[src/rtl/seg7_scan_display.sv]
// rtl/seg7_scan_display.sv - 8-digit multiplexed seven-segment driver with hex/decimal display.
// Decimal values go through a one-bit-per-cycle double-dabble engine before being committed.
module seg7_scan_display #(
  parameter int DATA_WIDTH = 32,
  parameter int SCAN_DIV   = 100000,
  parameter bit BLANK_LZ   = 1'b1
) (
  input  logic                  clk,
  input  logic                  rst_n,
  input  logic [DATA_WIDTH-1:0] data_in,
  input  logic                  load,
  input  logic                  dec_mode,
  output logic                  busy,
  output logic                  ovf,
  output logic [7:0]            an,
  output logic [6:0]            seg,
  output logic                  dp
);

  localparam int DIV_W = (SCAN_DIV > 1) ? $clog2(SCAN_DIV) : 1;

  typedef enum logic [1:0] {IDLE, CONV, COMMIT} state_t;

  state_t           state_q;
  logic [31:0]      disp_q;
  logic [31:0]      shift_q;
  logic [39:0]      bcd_q;
  logic [4:0]       iter_q;
  logic             busy_q;
  logic             ovf_q;
  logic [DIV_W-1:0] div_q;
  logic [2:0]       idx_q;
  logic [7:0]       an_q;
  logic [6:0]       seg_q;
  logic             dp_q;

  logic [39:0]      bcd_adj;
  logic [71:0]      dd_next;
  logic [7:0]       lz_blank;
  logic             nz_above;
  logic [3:0]       cur_nib;
  logic [6:0]       seg_d;

  function automatic logic [6:0] hex7(input logic [3:0] v);
    case (v)
      4'h0: hex7 = 7'b1000000;
      4'h1: hex7 = 7'b1111001;
      4'h2: hex7 = 7'b0100100;
      4'h3: hex7 = 7'b0110000;
      4'h4: hex7 = 7'b0011001;
      4'h5: hex7 = 7'b0010010;
      4'h6: hex7 = 7'b0000010;
      4'h7: hex7 = 7'b1111000;
      4'h8: hex7 = 7'b0000000;
      4'h9: hex7 = 7'b0010000;
      4'hA: hex7 = 7'b0001000;
      4'hB: hex7 = 7'b0000011;
      4'hC: hex7 = 7'b1000110;
      4'hD: hex7 = 7'b0100001;
      4'hE: hex7 = 7'b0000110;
      default: hex7 = 7'b0001110;
    endcase
  endfunction

  // Add-3 correction on every BCD nibble, then shift the combined {bcd,shift} register left.
  always_comb begin
    bcd_adj = bcd_q;
    for (int i = 0; i < 10; i++) begin
      if (bcd_q[4*i +: 4] >= 4'd5) bcd_adj[4*i +: 4] = bcd_q[4*i +: 4] + 4'd3;
    end
    dd_next = {bcd_adj, shift_q} << 1;
  end

  always_comb begin
    lz_blank = 8'h00;
    nz_above = 1'b0;
    for (int k = 7; k >= 1; k--) begin
      nz_above    = nz_above | (disp_q[4*k +: 4] != 4'h0);
      lz_blank[k] = ~nz_above;
    end
    cur_nib = disp_q[{idx_q, 2'b00} +: 4];
    seg_d   = (BLANK_LZ && lz_blank[idx_q]) ? 7'h7F : hex7(cur_nib);
  end

  always_ff @(posedge clk or negedge rst_n) begin
    if (!rst_n) begin
      state_q <= IDLE;
      disp_q  <= '0;
      shift_q <= '0;
      bcd_q   <= '0;
      iter_q  <= '0;
      busy_q  <= 1'b0;
      ovf_q   <= 1'b0;
    end else begin
      case (state_q)
        IDLE: begin
          if (load && !dec_mode) begin
            disp_q <= data_in;
            ovf_q  <= 1'b0;
          end else if (load) begin
            shift_q <= data_in;
            bcd_q   <= '0;
            iter_q  <= '0;
            busy_q  <= 1'b1;
            state_q <= CONV;
          end
        end
        CONV: begin
          bcd_q   <= dd_next[71:32];
          shift_q <= dd_next[31:0];
          iter_q  <= iter_q + 5'd1;
          if (iter_q == 5'd31) state_q <= COMMIT;
        end
        COMMIT: begin
          disp_q  <= bcd_q[31:0];
          ovf_q   <= (bcd_q[39:32] != 8'h00);
          busy_q  <= 1'b0;
          state_q <= IDLE;
        end
        default: state_q <= IDLE;
      endcase
    end
  end

  // Outputs are registered from the index, so an/seg/dp move together one cycle after it.
  always_ff @(posedge clk or negedge rst_n) begin
    if (!rst_n) begin
      div_q <= '0;
      idx_q <= '0;
      an_q  <= 8'hFF;
      seg_q <= 7'h7F;
      dp_q  <= 1'b1;
    end else begin
      if (div_q == DIV_W'(SCAN_DIV - 1)) begin
        div_q <= '0;
        idx_q <= idx_q + 3'd1;
      end else begin
        div_q <= div_q + 1'b1;
      end
      an_q  <= ~(8'h01 << idx_q);
      seg_q <= seg_d;
      dp_q  <= ~((idx_q == 3'd7) && ovf_q);
    end
  end

  assign busy = busy_q;
  assign ovf  = ovf_q;
  assign an   = an_q;
  assign seg  = seg_q;
  assign dp   = dp_q;

endmodule

[config.mk]
export PLATFORM = sky130hd
export DESIGN_NAME = seg7_scan_display
export DESIGN_NICKNAME = d
export VERILOG_FILES = /design/src/rtl/seg7_scan_display.sv
export SDC_FILE = /design/constraint.sdc
export NUM_CORES = 1
export LEC_CHECK = 0
export BUFFER_PORTS_ARGS = -buffer_cell sky130_fd_sc_hd__buf_2
export CORE_UTILIZATION = 25
export CTS_CLUSTER_DIAMETER = 200
export DETAILED_ROUTE_END_ITERATION = 6
export PLACE_DENSITY = 0.52
export SLEW_MARGIN = 25
export SYNTH_ARGS = -nofsm -noshare
export SYNTH_HDL_FRONTEND = slang
export SYNTH_SLANG_ARGS = --single-unit
[constraint.sdc]
create_clock -name clk -period 6 [get_ports clk]
set_input_delay 1.2 -clock clk [delete_from_list [all_inputs] [get_ports clk]]
set_output_delay 1.2 -clock clk [all_outputs]
set_load 0.05 [all_outputs]
==> results_dict.tcl, run 1 <==
set metrics [dict create \
    status "finished clean" \
    drc 0 \
    fin_crit_ns 2.543 \
    ys_top_cells_by_area "dfrtp_1 (45%), ha_1 (6.1%), dfstp_2 (5.7%)" \
    ctsResizeCount 0 \
    slew-limit-headroom_pct 34.93 \
    cts_buffer_depth 2 \
    clkSinkCount 149 \
    p_sw_mw 1.589 \
    drtAntennaViolNets 0 \
    final-hold-violation-count 0 \
    cp_cell_sequence "mux4_1 > mux2_2 > inv_1 > ha_1 > nor2_1 > a211oi_1 > o21ai_1" \
    path_buf_inv 1 \
    antenna_found_initial 1 \
    nets 794 \
    finalWirelength_um 16850 \
    die_h_um 174.0 \
    dpl_worst_slack_ns 3.238 \
    end_kind "flip-flop" \
    first_global_vias 5211 \
    clock_skew_ns 0.009048 \
    synth_fp_nets 752 \
    startpoint_type "flip-flop" \
    finalHoldWorstSlack_ns 0.4892 \
    cp-endpoint "seg[3]" \
    cts-root-buf "clkbuf_16" \
    power_frac_comb_pct 35.9 \
    final_layout_size_suffix_gt1_share_pct 16.73 \
    port-buffer-count 53 \
    r2r-start "idx_q[0]" \
    vdd_drop_max_uv 152.4 \
    gp_congestion 0.7499 \
    grt_pass1_wl_um 28100 \
    final_util_pct 29.95 \
    overflow 0 \
    slew_viol_final 0 \
    htreeDepth 4 \
    hpwl_um 11570 \
    core_area_um2 28940 \
    cts_tree "done" \
    ys_ff_latch 149 \
    ys.flop_type "dfrtp_1" \
    cp_max_fo 13 \
    fin_ws_ns 3.457 \
    reg2reg_depth 7 \
    setup_viol 0 \
    leakagePower_nw 3.882 \
    worstSetupStartpoint "idx_q[0]" \
    cts_hold_buffers 0 \
    cp_num_cells 7 \
    vias 5241 \
    async_flop_share_pct 100.0 \
    ff2ff_setup_slack_ns 3.46 \
    path_clk_slew_ns 0.06 \
    cap_violations 0 \
    wl_per_cell_um 15.05 \
    max_stage_delay_ns 0.71 \
    clk_latency_ns 0.42 \
    avgSynthCellArea_um2 10.88 \
    ys_seq_area_share_pct 50.68 \
    hp-class "flip-flop to flip-flop" \
    tightestPinTransition_ns 0.9761 \
    synth_edf_count 0 \
    cp_slowest_cell "dfrtp_1" \
    synth_cell_types 48 \
    timing.final.crit_share_pct 42.38 \
    cpLargestDelayFamily "multiplexers" \
    seqPwrFrac_pct 38.8 \
    initial_core_util_pct 25.56 \
    cellPowerDensity_nw_per_um2 494.5 \
    syn-instance-count 680 \
    syn-cell-area_um2 7397 \
    p_sw_share_pct 37.09 \
    tns_ns 0 \
    critical_path_arrival_ns 2.89 \
    yosysWarnings 0 \
    grt_max_degree 109 \
    fmax_ghz 0.3933 \
    rr_endpoint "seg[3]" \
    syn2layout_area_growth_pct 17.15 \
    synth.top_cell.area_share_pct 44.99 \
    power_frac_clock_pct 25.2 \
    yosys.area.top_type "dfrtp_1" \
    vias_per_cell 4.679 \
    crit_type "flip-flop to flip-flop" \
    drtPass1Iterations 5 \
    grtUsageTotal_pct 11.73 \
    die_w_um 174.0 \
    die_area_um2 30280 \
    post_cts_buffers 0 \
    required_ns 6.34 \
    drt_iter0_drc 498 \
    cts_made_buffers 17 \
    intPower_mw 2.696 \
    num_rows 62 \
    grt_setup_unrepaired "no" \
    pin_count 54 \
]
-- power by group through the flow --
| stage | Combinational [mW] | Sequential, mW | Clock [mW] |
|---|---|---|---|
| after global routing | 1.76 | 1.72 | 1.16 |
| after detailed placement | 1.55 | 1.68 | 0 |
| after global placement | 1.52 | 1.68 | 0 |
| final | 1.54 | 1.66 | 1.08 |
| after floorplan | 1.15 | 1.67 | 0 |
| after CTS | 1.56 | 1.66 | 1.11 |
-- metal layers --
metal,routed length [um],global-route usage [%],vias up
met1,7987,15.35,2588
met5,0,0,-
met4,303,4.203,0
met2,7912,18.63,86
met3,649,3.062,23
li1,-,-,2544
-- layout by cell type (no fill, tap or decap), drive strengths merged, types with 2 or more instances in the layout --
cell	n
a211oi	2
mux2i	35
nor2	19
xnor2	19
nor4b	2
mux4	8
clkinvlp	4
nor3b	3
and2	2
nor4	8
a222oi	31
nand4	5
xor2	14
a22o	14
buf	59
o22ai	14
ha	36
and3	3
nand3	10
o32ai	6
a32o	10
clkbuf	21
nand2	65
nor3	3
dfrtp	133
a21oi	21
o31ai	11
o21ai	59
mux2	4
dfstp	16
or2	2
nor2b	5
bufinv	3
clkinv	4
inv	62
o211ai	4
nand2b	12
-- worst min-delay path by stage --
stage | cells after the start | slack [ns] | startpoint | end
finish | 2 | 0.49 | disp_q[2] | disp_q[2]
global placement | 2 | 0.48 | shift_q[28] | shift_q[29]
CTS | 2 | 0.49 | shift_q[28] | shift_q[29]
global route | 1 | 0.52 | div_q[0] | div_q[0]
detailed placement | 2 | 0.48 | shift_q[28] | shift_q[29]
floorplan | 2 | 0.44 | disp_q[0] | disp_q[0]
-- final cells by class --
class / instances / area [um2]
Inverter: 61 / 229.0
Clock inverter: 12 / 152.6
Multi-Input combinational cell: 433 / 3279
Timing Repair Buffer: 60 / 326.6
Tap cell: 384 / 480.5
Clock buffer: 20 / 446.7
Fill cell: 2940 / 20270
Sequential cell: 149 / 3749
Antenna cell: 1 / 2.502
-- metrics by stage --
| stage | std cells | area (um2) | power, mW |
|---|---|---|---|
| after CTS | 1119 | 8661 | 4.335 |
| after floorplan | 680 | 7397 | 2.824 |
| after global placement | 1087 | 8061 | 3.199 |
| after detailed placement | 1087 | 8061 | 3.230 |
| after global routing | 1119 | 8663 | 4.628 |
| final | 1120 | 8666 | 4.286 |
-- synthesized netlist by cell type (16+ instances only) --
cell,n
o21ai_0,57
ha_1,36
mux2i_1,34
dfrtp_1,133
clkbuf_1,24
a222oi_1,31
inv_1,61
a21oi_1,21
nor2_1,19
xnor2_1,19
dfstp_2,16
nand2_1,65
-- registers in the layout (all words and copies together) (netlist names) --
| name | cells |
|---|---|
| idx_q | 3 |
| an | 8 |
| bcd_q | 40 |
| busy | 1 |
| seg | 7 |
| disp_q | 32 |
| shift_q | 32 |
| dp | 1 |
| state_q | 2 |
| ovf | 1 |
| div_q | 17 |
| iter_q | 5 |
-- tightest hold or removal path, delay by kind of cell, from the launching register on --
kind | cells | cell delay [ns]
flops | 1 | 0.35
simple gates | 1 | 0.05
compound gates | 1 | 0.06
-- cells by family after synthesis --
family | synth area share, %
and+or+nand+nor | 9.168
xor gates and xnor gates | 3.907
adders and majority gates | 6.089
muxes | 8.136
buffers and inverters | 5.447
AOI/OAI and AO/OA | 16.58
DFF | 50.68
No activity file was read; power rests on OpenSTA's default activity.
==> inputs of run 2 (changes only) <==
ABC_AREA = 1   (was default)
PLACE_DENSITY = 0.53   (was 0.52)
clock period = 2.1 ns   (was 6 ns; I/O delays follow)
==> run 2 against run 1 <==
  * The run now ends with design-rule violations left
  * Die area rose by 6.2%
  * Synthesized area grew 6.2%
  * Register-to-register slack got worse by 3.2 ns
  * Synthesized cell count rose by 39%
  * Non-clock buffer count up 15
  * Combinational power increased to 3.0 times the previous value
  * Maximum frequency up 35%
  * Critical path type unchanged
  * Largest cell class unchanged
==> results_dict.tcl, run 2 <==
set metrics [dict create \
    status "finished, violations left" \
    violations "design-rule violations" \
    gp_congestion 0.8347 \
    die_h_um 179.3 \
    initial_core_util_pct 25.55 \
    clock_skew_ns 0.01433 \
    syn-cell-area_um2 7858 \
    vdd_drop_max_uv 635.4 \
    power_mw 12.39 \
    finalHoldWorstSlack_ns 0.2293 \
    synth.top_cell.area_share_pct 42.36 \
    timing.final.crit_share_pct 89.78 \
    cellPowerDensity_nw_per_um2 1338 \
    die_w_um 179.3 \
    cts_tree "done" \
    yosysMostFrequentCell "nand2_1" \
    synth_common_cells "nand2_1 (225), dfrtp_1 (133), inv_1 (122)" \
    grt_max_degree 51 \
    finalWirelength_um 19950 \
    vias_per_cell 4.542 \
    vias 6413 \
    drt_iter0_drc 429 \
    grtUsageTotal_pct 13.19 \
    cts_buffer_depth 2 \
    slew-limit-headroom_pct 60.76 \
    die_area_um2 32140 \
    fmax_ghz 0.5304 \
    path_clk_slew_ns 0.07 \
    hpwl_um 14260 \
    antenna_cells 0 \
    grt_pass1_wl_um 32710 \
    synth_cell_types 42 \
    required_ns 2.45 \
    fin_ws_ns 0.2147 \
    layout_commonest_cell "nand2_1" \
    async_flop_share_pct 100.0 \
    post_cts_buffers 0 \
    crit_type "flip-flop to flip-flop" \
    ys.flop_type "dfrtp_1" \
    slew_viol_final 0 \
    num_rows 64 \
    yosysWarnings 0 \
    clk_latency_ns 0.43 \
    port-buffer-count 53 \
    dpl_worst_slack_ns 0.1761 \
    pin_count 54 \
    yosys.area.top_type "dfrtp_1" \
    first_global_vias 6049 \
    startpoint_type "flip-flop" \
    final-hold-violation-count 0 \
    cp_max_fo 11 \
    setup_viol 0 \
    final_area_um2 9256 \
    clkSinkCount 149 \
    tightestPinTransition_ns 0.5886 \
    mostFrequentLayoutCells "nand2_1 (225), dfrtp_1 (132), inv_1 (122), o21ai_0 (85), nor2_1 (61)" \
    fin_crit_ns 1.885 \
    grt_setup_unrepaired "no" \
    htreeDepth 4 \
    drtAntennaViolNets 0 \
    end_kind "flip-flop" \
    top_regs "bcd_q (40), disp_q (32), shift_q (32)" \
    place_area_um2 8653 \
    top_register "bcd_q" \
    final_layout_size_suffix_gt1_share_pct 13.58 \
    tns_ns 0 \
    final.fill_count 3316 \
    leakagePower_nw 4.326 \
    syn-instance-count 944 \
    wl_per_cell_um 14.13 \
    ys_top_cells_by_area "dfrtp_1 (42%), nand2_1 (11%), inv_1 (5.8%)" \
    synth_fp_nets 1016 \
    syn2layout_area_growth_pct 17.80 \
    critical_path_arrival_ns 2.23 \
    drc 6 \
    ys_seq_area_share_pct 47.71 \
    overflow 0 \
    largest_reg_flops 40 \
    antenna_found_initial 0 \
    drtPass1Iterations 7 \
    hp-class "primary input to flip-flop" \
    cap_violations 0 \
    ys_ff_latch 149 \
    synth_edf_count 0 \
    avgSynthCellArea_um2 8.324 \
    nets 1075 \
    cts_made_buffers 17 \
    core_area_um2 30750 \
    cts-root-buf "clkbuf_16" \
]
-- run 2: layout make-up --
class	count	area (um2)	area share, %
sequential	149	3750	40.51
multi-input combinational	631	3456	37.33
tap	396	495.5	5.353
inverter	129	486.7	5.258
timing repair buffer	75	476.7	5.150
clock buffer	19	442.9	4.785
clock inverter	13	148.9	1.609
-- run 2: cell families (layout without fill, tap and decap cells) --
logic type      count (synthesis)  in the layout  synth area share [%]
buf+inv                       164            236                 8.408
simple gates                  367            367                 19.55
flops                         149            149                 47.71
compound gates                207            207                 16.26
fa+ha+maj                      36             36                 5.732
xor+xnor                       21             21                 2.341
-- run 2: power by group --
| part | leakage (nW) | internal [mW] | switching (mW) | total [mW] |
|---|---|---|---|---|
| combinational | 2.21 | 1.67 | 2.98 | 4.65 |
| clock | 0.281 | 1.80 | 1.29 | 3.09 |
| sequential | 1.84 | 3.98 | 0.668 | 4.65 |
-- run 2: metal layers --
metal	share of wire, %	track usage, %	up-vias	wire length (um)
met5	0	0	-	0
li1	-	-	3236	-
met3	5.5	3.159	13	1102
met4	0.92	2.976	0	184
met2	41	18.94	133	8208
met1	52	19.66	3031	10460
-- run 2: final timing paths --
path                                   from  cells past startpoint  slack (ns)           to
worst max-delay path               idx_q[0]                     10        0.21       seg[5]
worst min-delay path            data_in[20]                      3        0.23  shift_q[20]
worst max register to register     idx_q[0]                     10        0.21       seg[5]
worst min register to register    iter_q[3]                      1        0.45    iter_q[3]
max in group asynchronous             rst_n                      3        0.95        an[2]
min in group asynchronous             rst_n                      2        0.51    div_q[10]
-- run 2: repair_timing --
| item | in CTS | in global routing |
|---|---|---|
| endpoints found under the hold margin | 34 | 0 |
| resized for setup | 0 | 1 |
| hold buffers | 1 | 0 |
| setup endpoints to repair | 0 | 4 |
-- run 2: critical path: stages, from the launching register on --
cell and delay, ns:
dfrtp_2 0.48, buf_4 0.20, o211ai_1 0.17, nand3_1 0.09, nand2_1 0.20, inv_1 0.12, ha_1 0.23, nand3_1 0.12
nand2_1 0.07, nand2_1 0.05, nand3_1 0.06
-- run 2: metrics by stage --
stage / instances / utilization (%)
final: 1412 / 30.10
after global routing: 1412 / 30.10
after CTS: 1412 / 30.10
after detailed placement: 1379 / 28.14
after global placement: 1379 / 28.14
after floorplan: 944 / -
==> inputs of run 3 (changes only) <==
CELL_PAD_IN_SITES_DETAIL_PLACEMENT = 0   (was default)
CELL_PAD_IN_SITES_GLOBAL_PLACEMENT = 1   (was default)
GPL_ROUTABILITY_DRIVEN = 1   (was default)
PLACE_DENSITY = 0.62   (was 0.53)
==> run 3 against run 2 <==
  * Core utilization shrank 0.11 points
  * Power is 0.56% higher
  * Hold slack improved by 0.0052 ns
  * The flow still finishes with violations (design-rule violations)
  * Largest power group is now combinational logic
  * Maximum frequency grew 1.6%
  * Cell area decreased by 0.36%
  * Critical path depth up 1
  * Clock power up 2%
  * Register-to-register slack better by 0.03 ns
  * First-iteration DRC count up 4.2%
==> results_dict.tcl, run 3 (synthesized netlist as in run 2, its figures left out) <==
set metrics [dict create \
    htreeDepth 4 \
    grtUsageTotal_pct 13.69 \
    fin_ws_ns 0.2448 \
    initial_core_util_pct 25.55 \
    pin_count 54 \
    hpwl_um 14510 \
    num_rows 64 \
    cts_made_buffers 17 \
    die_h_um 179.3 \
    syn2layout_area_growth_pct 17.37 \
    vdd_drop_max_uv 576.5 \
    mostFrequentLayoutCells "nand2_1 (225), dfrtp_1 (133), inv_1 (122), o21ai_0 (85), nor2_1 (61)" \
    overflow 0 \
    path_clk_slew_ns 0.06 \
    die_w_um 179.3 \
    final_layout_size_suffix_gt1_share_pct 13.04 \
    status "finished, violations left" \
    drtPass1Iterations 7 \
    ff_latch_area_um2 3749 \
    die_area_um2 32140 \
    p_sw_share_pct 39.73 \
    cp_slowest_cell "dfrtp_1" \
    leakagePower_nw 4.315 \
    drc 8 \
    cp_cell_sequence "buf_4 > nand2_1 > nand3_1 > nand3_1 > nand2_1 > inv_1 > ha_1 > inv_1 > nand2_1 > nand3_1 > nand3_1" \
    power_frac_clock_pct 25.3 \
    final-hold-violation-count 0 \
    multi_input_area_um2 3456 \
    end_kind "flip-flop" \
    clkSinkCount 149 \
    finalHoldWorstSlack_ns 0.2345 \
    cellPowerDensity_nw_per_um2 1350 \
    slew_viol_final 0 \
    vias_per_cell 4.577 \
    antenna_cells 0 \
    nets 1071 \
    required_ns 2.44 \
    worst_path_most_repeated_cell "nand3_1" \
    timing.final.crit_share_pct 88.34 \
    grt_setup_unrepaired "no" \
    seqPwrFrac_pct 37.2 \
    drtAntennaViolNets 0 \
    tightestPinTransition_ns 0.6167 \
    antenna_found_initial 0 \
    cap_violations 0 \
    power_frac_comb_pct 37.5 \
    cpLargestDelayFamily "simple AND/OR/NAND/NOR gates" \
    final_util_pct 29.99 \
    wl_per_cell_um 14.73 \
    vias 6445 \
    first_global_vias 6340 \
    path_buf_inv 3 \
    dpl_worst_slack_ns 0.2217 \
    clk_latency_ns 0.43 \
    slew-limit-headroom_pct 58.89 \
    tns_ns 0 \
    grt_max_degree 80 \
    max_stage_delay_ns 0.48 \
    setup_viol 0 \
    finalWirelength_um 20740 \
    largest_reg_flops 40 \
    fmax_ghz 0.5390 \
    grt_pass1_wl_um 33840 \
    cp_max_fo 11 \
    intPower_mw 7.507 \
    crit_type "flip-flop to flip-flop" \
    p_sw_mw 4.948 \
    core_area_um2 30750 \
    cts-root-buf "clkbuf_16" \
    cts_buffer_depth 2 \
    final.fill_count 3336 \
    top_regs "bcd_q (40), disp_q (32), shift_q (32)" \
    clock_skew_ns 0.01193 \
    port-buffer-count 53 \
    critical_path_arrival_ns 2.20 \
    violations "design-rule violations" \
    top_register "bcd_q" \
    layout_commonest_cell "nand2_1" \
    startpoint_type "flip-flop" \
    cts_tree "done" \
    drt_iter0_drc 447 \
    post_cts_buffers 0 \
    fin_crit_ns 1.855 \
    hp-class "primary input to flip-flop" \
    gp_congestion 0.8002 \
]
[run 3: changes by cell type in the layout (fill, tap and decap cells not counted), sizes merged]
cell      delta
clkinvlp     -1
inv          -2
clkinv       +2
buf          -4
bufinv       +1
[run 3: path summary, 6_finish.rpt]
path / from / end / slack [ns] / depth (start not counted)
max: idx_q[0] / seg[3] / 0.24 / 11
min in group asynchronous: rst_n / shift_q[0] / 0.39 / 2
min reg2reg: iter_q[3] / iter_q[3] / 0.47 / 1
min: data_in[4] / shift_q[4] / 0.23 / 3
max reg2reg: idx_q[0] / seg[3] / 0.24 / 11
max in group asynchronous: rst_n / seg[6] / 1.01 / 3
[run 3: timing repair]
item                      in CTS  in global routing
resized for setup              0                  0
hold buffers                   1                  0
hold endpoints to repair      12                  0
[run 3: final cells by class]
cell class / count / share of cell area [%]
flip-flops and latches: 149 / 40.65
repair buffers: 71 / 4.843
clock buffers: 19 / 4.694
inverters: 129 / 5.277
well taps: 396 / 5.372
multi-input cells: 631 / 37.47
clock inverters: 13 / 1.696
[run 3: tightest hold or removal path, stage by stage]
cell     delay [ns]
buf_2          0.10
nand2_1        0.05
nand2_1        0.05
[run 3: layer usage]
metal	GRT usage [%]	vias up	part of all wire, %
met4	4.237	0	1.3
met5	0	-	0
met3	2.566	14	3.9
met2	20.82	109	44
li1	-	3231	-
met1	19.44	3091	51
[run 3: through the flow]
step / instance area, um2 / std cells / power (mW)
2_1_floorplan: 7858 / 944 / 8.075
3_3_place_gp: 8623 / 1375 / 9.342
3_5_place_dp: 8623 / 1375 / 9.378
4_1_cts: 9223 / 1408 / 12.60
5_1_grt: 9223 / 1408 / 13.55
6_report: 9223 / 1408 / 12.46
[run 3: power by group through the flow]
stage | Clock, mW | Combinational [mW] | Sequential, mW
3_3_place_gp | 0 | 4.67 | 4.68
3_5_place_dp | 0 | 4.70 | 4.68
5_1_grt | 3.35 | 5.42 | 4.78
4_1_cts | 3.23 | 4.73 | 4.64
6_report | 3.15 | 4.67 | 4.63
2_1_floorplan | 0 | 3.31 | 4.76
